$ cat src/rtl/boot_seq_pkg.sv
// Shared types and constants for the boot/run controller of the MIPS core.
package boot_seq_pkg;

  // Controller states
  typedef enum logic [2:0] {
    ST_IDLE,
    ST_LOAD,
    ST_ARMED,
    ST_RUN,
    ST_DONE
  } boot_state_t;

  // BREAK with a zero code field is the only instruction that stops a run
  localparam logic [31:0] BREAK_INS   = 32'h0000000D;
  localparam logic [5:0]  OP_SPECIAL  = 6'h00;
  localparam logic [5:0]  FUNCT_BREAK = 6'h0D;

  // Word index to byte address
  localparam int WORD_SHIFT = 2;

  // True only for the exact BREAK encoding (opcode SPECIAL, code 0, funct BREAK)
  function automatic logic is_halt(input logic [31:0] ins);
    return (ins[31:26] == OP_SPECIAL) &&
           (ins[25:6]  == 20'h00000) &&
           (ins[5:0]   == FUNCT_BREAK);
  endfunction

endpackage

$ cat src/rtl/boot_run_counter.sv
// Saturating run-cycle counter with clear/enable and a budget-reached flag.
module boot_run_counter
  import boot_seq_pkg::*;
#(
  parameter int CYC_W = 16
) (
  input  logic             clk,
  input  logic             rst_n,
  input  logic             clr,
  input  logic             en,
  input  logic [CYC_W-1:0] budget,
  output logic [CYC_W-1:0] count,
  output logic             budget_hit
);

  logic [CYC_W-1:0] count_reg;

  // Count enabled cycles, hold at all-ones instead of wrapping
  always_ff @(posedge clk) begin
    if (!rst_n) begin
      count_reg <= '0;
    end else if (clr) begin
      count_reg <= '0;
    end else if (en && (count_reg != '1)) begin
      count_reg <= count_reg + CYC_W'(1);
    end
  end

  assign count = count_reg;

  // High during the last budgeted cycle, so the stop lands exactly after B cycles
  assign budget_hit = (budget != '0) && (count_reg == (budget - CYC_W'(1)));

endmodule

$ cat src/rtl/boot_sequencer.sv
// Loads a program into the IF instruction memory, then releases and stops the core.
module boot_sequencer
  import boot_seq_pkg::*;
#(
  parameter int MAX_WORDS = 64,
  parameter int CYC_W     = 16
) (
  input  logic                       CLK,
  input  logic                       RST,
  input  logic                       load_valid,
  input  logic [31:0]                load_data,
  input  logic                       load_last,
  output logic                       load_ready,
  input  logic                       start,
  input  logic [CYC_W-1:0]           cycle_budget,
  input  logic [31:0]                Ins,
  output logic [31:0]                W_Ins,
  output logic                       WE,
  output logic [31:0]                newPC,
  output logic                       core_hold,
  output logic                       busy,
  output logic                       done,
  output logic                       halted,
  output logic                       overflow,
  output logic [$clog2(MAX_WORDS):0] word_count,
  output logic [CYC_W-1:0]           run_cycles
);

  localparam int WC_W = $clog2(MAX_WORDS) + 1;

  boot_state_t     state_reg;
  logic            load_ready_reg;
  logic            we_reg;
  logic [31:0]     w_ins_reg;
  logic [31:0]     new_pc_reg;
  logic            core_hold_reg;
  logic            busy_reg;
  logic            done_reg;
  logic            halted_reg;
  logic            overflow_reg;
  logic [WC_W-1:0] word_count_reg;

  logic            xfer;
  logic            mem_full;
  logic            start_run;
  logic            in_run;
  logic            halt_now;
  logic            budget_hit;

  assign xfer      = load_valid && load_ready_reg;
  assign mem_full  = (word_count_reg == WC_W'(MAX_WORDS));
  assign in_run    = (state_reg == ST_RUN);
  assign halt_now  = is_halt(Ins);
  // A new load always takes priority over a start in the same cycle
  assign start_run = start && !load_valid &&
                     ((state_reg == ST_ARMED) || (state_reg == ST_DONE));

  boot_run_counter #(
    .CYC_W (CYC_W)
  ) u_run_counter (
    .clk        (CLK),
    .rst_n      (RST),
    .clr        (start_run),
    .en         (in_run),
    .budget     (cycle_budget),
    .count      (run_cycles),
    .budget_hit (budget_hit)
  );

  // Control FSM; every output is a register updated here
  always_ff @(posedge CLK) begin
    if (!RST) begin
      state_reg      <= ST_IDLE;
      load_ready_reg <= 1'b0;
      we_reg         <= 1'b0;
      w_ins_reg      <= '0;
      new_pc_reg     <= '0;
      core_hold_reg  <= 1'b1;
      busy_reg       <= 1'b0;
      done_reg       <= 1'b0;
      halted_reg     <= 1'b0;
      overflow_reg   <= 1'b0;
      word_count_reg <= '0;
    end else begin
      // Write strobe and address are single-cycle; ready is up outside RUN
      we_reg         <= 1'b0;
      new_pc_reg     <= '0;
      load_ready_reg <= 1'b1;
      case (state_reg)
        ST_IDLE, ST_ARMED, ST_DONE: begin
          if (xfer) begin
            // A fresh load always starts at word 0
            we_reg         <= 1'b1;
            w_ins_reg      <= load_data;
            new_pc_reg     <= '0;
            word_count_reg <= WC_W'(1);
            overflow_reg   <= 1'b0;
            done_reg       <= 1'b0;
            busy_reg       <= !load_last;
            state_reg      <= load_last ? ST_ARMED : ST_LOAD;
          end else if (start_run) begin
            state_reg      <= ST_RUN;
            core_hold_reg  <= 1'b0;
            busy_reg       <= 1'b1;
            done_reg       <= 1'b0;
            halted_reg     <= 1'b0;
            load_ready_reg <= 1'b0;
          end
        end
        ST_LOAD: begin
          if (xfer) begin
            if (mem_full) begin
              // Memory is full: swallow the word so the host is not stalled
              overflow_reg <= 1'b1;
            end else begin
              we_reg         <= 1'b1;
              w_ins_reg      <= load_data;
              new_pc_reg     <= 32'(word_count_reg) << WORD_SHIFT;
              word_count_reg <= word_count_reg + WC_W'(1);
            end
            if (load_last) begin
              state_reg <= ST_ARMED;
              busy_reg  <= 1'b0;
            end
          end
        end
        ST_RUN: begin
          if (halt_now || budget_hit) begin
            state_reg     <= ST_DONE;
            core_hold_reg <= 1'b1;
            busy_reg      <= 1'b0;
            done_reg      <= 1'b1;
            halted_reg    <= halt_now;
          end else begin
            load_ready_reg <= 1'b0;
          end
        end
        default: begin
          state_reg <= ST_IDLE;
        end
      endcase
    end
  end

  assign load_ready = load_ready_reg;
  assign WE         = we_reg;
  assign W_Ins      = w_ins_reg;
  assign newPC      = new_pc_reg;
  assign core_hold  = core_hold_reg;
  assign busy       = busy_reg;
  assign done       = done_reg;
  assign halted     = halted_reg;
  assign overflow   = overflow_reg;
  assign word_count = word_count_reg;

endmodule

$ cat config.mk
export PLATFORM = sky130hd
export DESIGN_NAME = boot_sequencer
export DESIGN_NICKNAME = d
export VERILOG_FILES = /design/src/rtl/boot_seq_pkg.sv /design/src/rtl/boot_run_counter.sv /design/src/rtl/boot_sequencer.sv
export SDC_FILE = /design/constraint.sdc
export NUM_CORES = 1
export LEC_CHECK = 0
export ABC_AREA = 1
export CORE_ASPECT_RATIO = 0.6
export CORE_MARGIN = 4
export CORE_UTILIZATION = 43
export DETAILED_ROUTE_END_ITERATION = 6
export GPL_TIMING_DRIVEN = 1
export PLACE_DENSITY = 0.81
export SLEW_MARGIN = 20
export SYNTH_ARGS = -nofsm -noshare
export SYNTH_HDL_FRONTEND = slang
export SYNTH_HIERARCHICAL = 1
export SYNTH_SLANG_ARGS = --single-unit
$ cat constraint.sdc
create_clock -name CLK -period 2.2 [get_ports CLK]
set_input_delay 0.22 -clock CLK [delete_from_list [all_inputs] [get_ports CLK]]
set_output_delay 0.22 -clock CLK [all_outputs]
set_load 0.005 [all_outputs]
==> results.txt, run 1 <==
----------------------------------------------------
[Outcome]
  Run status ... completed

[Pwr]
  Internal power of the cells ... 3.02 mW
  Part of the power in registers ... 0.363
  Pwr per Cell Area ... 673 nW/um^2
  Clock network fraction of total power ... 0.361
  Leakage dissipation ... 2.74 nW
  Combinational share of power ... 0.276
  Peak VDD IR ... 0.000502 V
  Power dissipated by switching net loads ... roughly 1.3 mW
  Switching Fraction ... 0.293

[Floorplanning]
  Floorplan die width ... 136 microns
  I/O pin cnt ... approximately 180
  Overall die height ... 84.9 microns
  Row count ... 27
  Effective utilization at floorplan ... 0.452
  Overall die area ... 11600 sq um
  Placeable core area ... 9390 sq um

[Synth]
  Number of distinct library cells after synthesis ... 43
  Synth Flop Type ... sky130_fd_sc_hd__dfxtp_1
  FFs w/ async S/R, synth ... 0
  Portion of synthesized cell area occupied by the leading cell type ... 0.340
  Cell type with the highest aggregate area in the netlist ... sky130_fd_sc_hd__dfxtp_1
  Average footprint of a synthesized cell ... 6.63 sq um
  Netlist area before placement ... 4240 sq um
  Flip-flop and latch count after synthesis ... 72
  Largest cells by area after synthesis ... sky130_fd_sc_hd__dfxtp_1, sky130_fd_sc_hd__nand2_1, sky130_fd_sc_hd__nor2_1, sky130_fd_sc_hd__inv_1, sky130_fd_sc_hd__buf_4
  Number of enable-type register cells in the synthesized netlist ... 0
  Post-synthesis instance total ... 640
  Fraction of the yosys area taken by sequential cells ... 0.340
  Count of synthesis-stage warnings from yosys ... 6

[Critical path]
  Worst Path Max Fanout ... 6
  R2R depth ... 6
  Worst-path cell chain ... clkdlybuf4s50_1 -> buf_4 -> nand2_1 -> inv_1 -> nor2_1 -> nand2_1 -> nand2_1 -> nand2_1 -> nor2_1 -> nand3_1 -> nor2_1 -> nand2_1 -> nor2_2 -> inv_2 -> nand3_4 -> nand2_2 -> nand2_1 -> a21oi_2
  Crit Reg-Reg Startpoint ... state_reg[0]$_SDFFE_PN0P_
  Reg-to-reg slack, setup ... 130 ps
  Required time of the critical path ... 2390 ps
  Critical path startpoint category ... input pin
  Startpoint-to-endpoint class of the critical path ... in2reg
  Arrival time at the worst endpoint ... 2270 ps
  Library cell contributing the largest single delay on the critical path ... sky130_fd_sc_hd__clkdlybuf4s50_1
  Endpoint of the most critical register-to-register path ... u_run_counter/count[13]$_SDFFE_PP0P_
  CP delay by family, top ... simple AND/OR/NAND/NOR gates
  Buf/Inv on CP ... 4
  Endpoint kind of the worst setup timing path ... flip-flop
  Cell mode on critical path ... sky130_fd_sc_hd__nand2_1
  Largest stage delay on the critical path ... 450 ps

[GRT]
  Maximum number of pins on one net before global-route repair ... 34
  Number of antenna violations at the first check in global routing ... 0
  GRT Util Overall ... 0.218
  First-pass GRT wire length ... 20400 microns
  Aggregate global routing overflow ... 0
  Via count of the first global-routing pass ... 4180

[Final layout]
  Footprint of the multi-input gates ... 2340 sq um
  Area delta synth->final ... 49.7%
  Nets ... 906
  Core Util, Final ... 0.676
  Share of final-layout standard cells stronger than drive strength 1 ... 0.122
  Total of fill cells in the finished design ... slightly above 800
  Final cell count without fillers ... 951
  Register area ... 1440 sq um
  Total non-filler cell area in the finished layout ... 6350 sq um
  Diodes inserted ... 0
  Number of flip-flops under the largest register name ... 32

[Placed design]
  Cell area after placement ... 5930 sq um
  Hpwl dp ... 10500 microns
  Placer's final routability congestion estimate ... 0.959
  Buffers added on ports ... 153
  Number of placed instances, taps included ... 935

[STA]
  Minimum period implied by the final worst setup slack ... 2080 ps
  Actual transition at the worst max-transition pin ... 819 ps
  Final period util ... 0.946
  Final count of pins violating max slew ... 0
  Relative slew slack ... 0.452
  Worst hold-check slack ... between 400 and 500 ps
  Final Setup Violations ... 0
  Maximum clock skew at final layout ... about 5 ps
  Final count of hold timing violations ... 0
  Total negative slack ... 0 ps
  Max Clock Freq ... 480 MHz

[Worst hold path]
  Hold depth ... 2
  Tightest Hold Check Type ... reg2reg
  Worst Hold Launch ... busy$_SDFFE_PN0P_
  Worst Hold Path EP ... busy$_SDFFE_PN0P_

[Drt]
  Total length of routed wires ... 13100 microns
  Total number of vias ... ~4600
  Post-DRT Antenna Nets ... 0
  Routed length per instance ... ~14 microns
  Iteration-0 DRC Markers ... 455
  TritonRoute pass-1 iters ... 5
  Total DRC errors in the routed layout ... 0
  Vias per cell ... 4.86

[Clock tree]
  Number of levels the H-tree was split into ... 3
  Clock root cell ... sky130_fd_sc_hd__clkbuf_16
  Insertion delay of the later-clocked pin in the worst-skew pair ... 330 ps
  CTS Sinks ... 72
  Max Buffers Root-to-Sink ... 2
  CTS tree ... built
  Number of buffers added by the clock tree synthesis step ... 9
  Number of setup buffers added after CTS ... 0
  Register clock-pin slew on the reported worst setup and hold paths ... ~60 ps

[Job]
  Total of max-cap violations ... 0

----------------------------------------------------
## layout make-up
type                    instances  share of cell area
well taps                     130              0.0256
flip-flops and latches         72               0.227
inverters                      86              0.0514
clock buffers                   9              0.0355
multi-input cells             465               0.368
repair buffers                182               0.277
clock inverters                 7              0.0152
## per-layer routing
layer	GRT usage	wire length, microns	vias to the layer above
met2	0.317	5510	256
met5	0	0	-
li1	-	-	2296
met4	0.0576	160	0
met3	0.0598	1470	16
met1	0.315	6010	2055
## worst reg2reg max path: stages, from the launching register on
cell and delay [ps]:
sky130_fd_sc_hd__dfxtp_1 460, sky130_fd_sc_hd__a21oi_2 110, sky130_fd_sc_hd__inv_2 140, sky130_fd_sc_hd__nor2_1 80, sky130_fd_sc_hd__nor2_1 640, sky130_fd_sc_hd__inv_1 340, sky130_fd_sc_hd__a21oi_1 220
## placed cells by master, fill, tap and decap left out, drive strengths merged
master         count
a21boi             1
a21oi             23
a31oi              1
and2               1
and3               2
buf               29
bufinv             2
clkbuf             9
clkdlybuf4s50    149
clkinv             6
conb              25
dfxtp             72
dlymetal6s2s       4
ha                 5
inv               85
nand2            136
nand3             37
nand3b             4
nand4              7
nor2             134
nor3              13
nor3b              1
o21a               1
o21ai             50
or2                2
xnor2              6
xor2              16
## cell usage after synthesis, types with 2 or more instances
library cell / number
sky130_fd_sc_hd__nand3_2: 2
sky130_fd_sc_hd__nor3_1: 7
sky130_fd_sc_hd__nor2_2: 5
sky130_fd_sc_hd__a21oi_2: 2
sky130_fd_sc_hd__nand4_1: 7
sky130_fd_sc_hd__xor2_1: 16
sky130_fd_sc_hd__nor3_2: 5
sky130_fd_sc_hd__nand3b_1: 4
sky130_fd_sc_hd__ha_1: 5
sky130_fd_sc_hd__dfxtp_1: 72
sky130_fd_sc_hd__inv_2: 5
sky130_fd_sc_hd__nand3_1: 34
sky130_fd_sc_hd__and3_1: 2
sky130_fd_sc_hd__o21ai_1: 14
sky130_fd_sc_hd__nand2_2: 6
sky130_fd_sc_hd__o21ai_2: 2
sky130_fd_sc_hd__nand2_4: 2
sky130_fd_sc_hd__nor2_1: 128
sky130_fd_sc_hd__inv_1: 79
sky130_fd_sc_hd__buf_6: 4
sky130_fd_sc_hd__clkbuf_1: 4
sky130_fd_sc_hd__a21oi_1: 20
sky130_fd_sc_hd__nand2_1: 128
sky130_fd_sc_hd__xnor2_1: 6
sky130_fd_sc_hd__o21ai_0: 34
sky130_fd_sc_hd__buf_4: 28
sky130_fd_sc_hd__buf_2: 2
sky130_fd_sc_hd__clkbuf_2: 2
## cells by family after synthesis
kind of cell,after synthesis,synth area share
DFF,72,0.340
and+or+nand+nor,337,0.351
other,1,0.000884
buffers and inverters,127,0.150
xor gates and xnor gates,22,0.0454
AOI/OAI and AO/OA,76,0.0974
adders and majority gates,5,0.0148
## through the flow
| step | worst slack [ps] | power (mW) |
|---|---|---|
| floorplan | 376 | 2.20 |
| global route | -7.85 | 4.48 |
| CTS | 28.0 | 4.27 |
| finish | 119 | 4.27 |
| detailed placement | -513 | 2.72 |
| global placement | -339 | 2.68 |
## worst max-delay path by stage
stage	from	end	slack, ps	depth (start not counted)
2_1_floorplan	cycle_budget[0]	state_reg[0]$_SDFFE_PN0P_	380	14
3_3_place_gp	cycle_budget[0]	state_reg[0]$_SDFFE_PN0P_	-340	15
3_5_place_dp	cycle_budget[0]	state_reg[1]$_SDFFE_PN0P_	-510	17
4_1_cts	cycle_budget[0]	state_reg[2]$_SDFFE_PN0P_	30	18
5_1_grt	cycle_budget[9]	state_reg[1]$_SDFFE_PN0P_	-8	16
6_report	cycle_budget[4]	state_reg[2]$_SDFFE_PN0P_	120	18
## repair_timing
item,CTS,global route
pin swaps,0,5
gates cloned,0,0
gates resized for setup,5,23
hold buffers,0,0
endpoints found under the setup margin,7,8
## power groups by stage
| stage | logic (mW) | registers [mW] | clock network (mW) |
|---|---|---|---|
| 3_5_place_dp | 1.15 | 1.57 | 0 |
| 2_1_floorplan | 0.629 | 1.57 | 0 |
| 3_3_place_gp | 1.11 | 1.57 | 0 |
| 4_1_cts | 1.16 | 1.55 | 1.57 |
| 5_1_grt | 1.29 | 1.57 | 1.62 |
| 6_report | 1.18 | 1.55 | 1.54 |
(Power assumes the default switching activity.)
==> run 2: changes to the inputs <==
--- a/config.mk
+++ b/config.mk
@@ -12,6 +12,7 @@
 export DETAILED_ROUTE_END_ITERATION = 6
 export GPL_TIMING_DRIVEN = 1
 export PLACE_DENSITY = 0.81
+export SETUP_SLACK_MARGIN = 0.1
 export SLEW_MARGIN = 20
 export SYNTH_ARGS = -nofsm -noshare
 export SYNTH_HDL_FRONTEND = slang
==> results.txt, run 2 (same netlist as run 1, synthesis figures left out) <==
----------------------------------------------------
[STA]
  Final period util ... 0.901 (-0.0452)
  Setup repair after global routing missed its margin ... false
  Minimum period implied by the final worst setup slack ... 1980 ps (-99.5 ps)
  Actual transition at the worst max-transition pin ... 529 ps (-290 ps)
  Relative slew slack ... 0.647 (+0.195)
  Maximum clock skew at final layout ... 7.02 ps (+2.02 ps)
  Final Setup Violations ... 0 (unchanged)
  Final count of hold timing violations ... 0 (unchanged)
  Final count of pins violating max slew ... 0 (unchanged)
  Worst hold-check slack ... 467 ps (-7.06 ps)
  Max Clock Freq ... 505 MHz (+5.0%)
  Total negative slack ... 0 ps (unchanged)

[Floorplanning]
  Floorplan die width ... 136 microns (unchanged)
  Overall die area ... 11600 sq um (unchanged)
  Effective utilization at floorplan ... 0.452 (unchanged)
  Row count ... 27 (unchanged)
  I/O pin cnt ... 179 (unchanged)
  Placeable core area ... 9390 sq um (unchanged)
  Overall die height ... 84.9 microns (unchanged)

[GRT]
  Maximum number of pins on one net before global-route repair ... 34 (unchanged)
  Number of antenna violations at the first check in global routing ... 0 (unchanged)
  Aggregate global routing overflow ... 0 (unchanged)
  Via count of the first global-routing pass ... 4182 (+0.048%)
  First-pass GRT wire length ... 20400 microns (unchanged)
  GRT Util Overall ... 0.217 (about the same)

[Clock tree]
  Max Buffers Root-to-Sink ... 2 (unchanged)
  Insertion delay of the later-clocked pin in the worst-skew pair ... 330 ps (about the same)
  CTS tree ... built
  Number of buffers added by the clock tree synthesis step ... 9 (unchanged)
  Number of buffers inserted for hold repair after clock tree synthesis ... 0 (unchanged)
  Number of levels the H-tree was split into ... 3 (unchanged)
  Clock root cell ... sky130_fd_sc_hd__clkbuf_16
  CTS Sinks ... 72 (unchanged)
  Register clock-pin slew on the reported worst setup and hold paths ... 60 ps (about the same)

[Job]
  Total of max-cap violations ... 0 (unchanged)

[Final layout]
  Diodes inserted ... 0 (unchanged)
  Leading cell types in the layout, fill and taps excluded ... sky130_fd_sc_hd__clkdlybuf4s50_1, sky130_fd_sc_hd__nand2_1, sky130_fd_sc_hd__nor2_1
  Most common library cell in the layout ignoring fill and taps ... sky130_fd_sc_hd__clkdlybuf4s50_1
  Share of final-layout standard cells stronger than drive strength 1 ... 0.139 (+0.0169)
  Number of flip-flops under the largest register name ... 32 (unchanged)
  Area delta synth->final ... 51.1%
  Total non-filler cell area in the finished layout ... 6410 sq um (+0.97%)
  Total of fill cells in the finished design ... 803 (-1.5%)
  Nets ... 907 (+0.11%)

[Pwr]
  Power dissipated by switching net loads ... 1.27 mW (+1.2%)
  Internal power of the cells ... 3.03 mW (+0.32%)
  Leakage dissipation ... 2.80 nW (+2.2%)
  Peak VDD IR ... 0.000505 V (+0.49%)
  Combinational share of power ... 0.280 (+0.004)
  Part of the power in registers ... 0.361 (-0.002)
  Pwr per Cell Area ... 670 nW/um^2 (-0.39%)
  Clock network fraction of total power ... 0.359 (-0.002)
  Switching Fraction ... 0.295 (+0.00175)

[Drt]
  Total number of vias ... 4593 (-0.65%)
  Post-DRT Antenna Nets ... 0 (unchanged)
  Vias per cell ... 4.82 (-0.75%)
  Iteration-0 DRC Markers ... 452 (-0.66%)
  Total length of routed wires ... 13200 microns (+0.29%)
  Total DRC errors in the routed layout ... 0 (unchanged)
  Routed length per instance ... 13.9 microns (+0.18%)
  TritonRoute pass-1 iters ... 5 (unchanged)

[Critical path]
  Endpoint kind of the worst setup timing path ... flip-flop
  Critical path startpoint category ... input pin
  Startpoint-to-endpoint class of the critical path ... in2reg
  Required time of the critical path ... 2450 ps (+60 ps)
  Worst Path Max Fanout ... 4 (-2)
  Arrival time at the worst endpoint ... 2230 ps (-40 ps)

[Placed design]
  Hpwl dp ... 10500 microns (unchanged)
  Buffers added on ports ... 153 (unchanged)
  Placer's final routability congestion estimate ... 0.959 (unchanged)
  Cell area after placement ... 5930 sq um (unchanged)

[Worst hold path]
  Tightest Hold Check Type ... reg2reg

[Outcome]
  Run status ... completed

----------------------------------------------------
==> run 2: metrics by stage <==
stage	setup slack [ps]	util	total power, mW	cells
3_3_place_gp	-339	0.632	2.68	935
3_5_place_dp	-513	0.632	2.72	935
6_report	218	0.682	4.29	952
2_1_floorplan	376	-	2.20	664
5_1_grt	69.2	0.682	4.51	952
4_1_cts	107	0.670	4.28	951
==> run 2: final timing paths <==
check                              endpoint  slack (ps)                  startpoint  cells past startpoint
setup reg to reg      W_Ins[3]$_SDFFE_PN0P_         270  word_count[0]$_SDFFE_PN0P_                      9
hold reg to reg           busy$_SDFFE_PN0P_         470           busy$_SDFFE_PN0P_                      2
setup / recovery  state_reg[2]$_SDFFE_PN0P_         220             cycle_budget[8]                     14
hold / removal            busy$_SDFFE_PN0P_         470           busy$_SDFFE_PN0P_                      2
==> run 2: area by class of cell <==
| type | count | area (sq um) | area share |
|---|---|---|---|
| multi-input combinational | 465 | 2370 | 0.371 |
| clock inverter | 7 | 96.3 | 0.0150 |
| sequential | 72 | 1440 | 0.225 |
| timing repair buffer | 183 | 1780 | 0.278 |
| clock buffer | 9 | 225 | 0.0351 |
| tap | 130 | 163 | 0.0254 |
| inverter | 86 | 327 | 0.0510 |
==> run 2: per-layer routing <==
metal,GRT usage,vias up,share of wire
li1,-,2302,-
met1,0.313,2037,0.46
met2,0.316,232,0.42
met3,0.0628,22,0.11
met4,0.0604,0,0.015
met5,0,-,0
==> run 2: what timing repair did <==
item                       CTS  global route
pin swaps                    0            10
setup buffers                0             1
setup endpoints to repair    8            15
resized for setup           11            38
==> run 2: power groups by stage <==
stage / logic [mW] / clock network, mW / registers (mW)
floorplan: 0.629 / 0 / 1.57
global placement: 1.11 / 0 / 1.57
detailed placement: 1.15 / 0 / 1.57
CTS: 1.17 / 1.57 / 1.55
global route: 1.32 / 1.62 / 1.57
finish: 1.20 / 1.54 / 1.55
==> run 2: worst max-delay path, cell delays in order <==
cell and delay [ps]:
sky130_fd_sc_hd__clkdlybuf4s50_1 460, sky130_fd_sc_hd__nor2_4 150, sky130_fd_sc_hd__nand2_1 130, sky130_fd_sc_hd__nor2_2 160, sky130_fd_sc_hd__nand2_1 60, sky130_fd_sc_hd__nand2_1 50
sky130_fd_sc_hd__nand2_1 70, sky130_fd_sc_hd__nor3_2 210, sky130_fd_sc_hd__nand2_1 100, sky130_fd_sc_hd__nor2_2 150, sky130_fd_sc_hd__inv_2 70, sky130_fd_sc_hd__nand2_1 110
sky130_fd_sc_hd__nand2_2 100, sky130_fd_sc_hd__a21oi_2 170
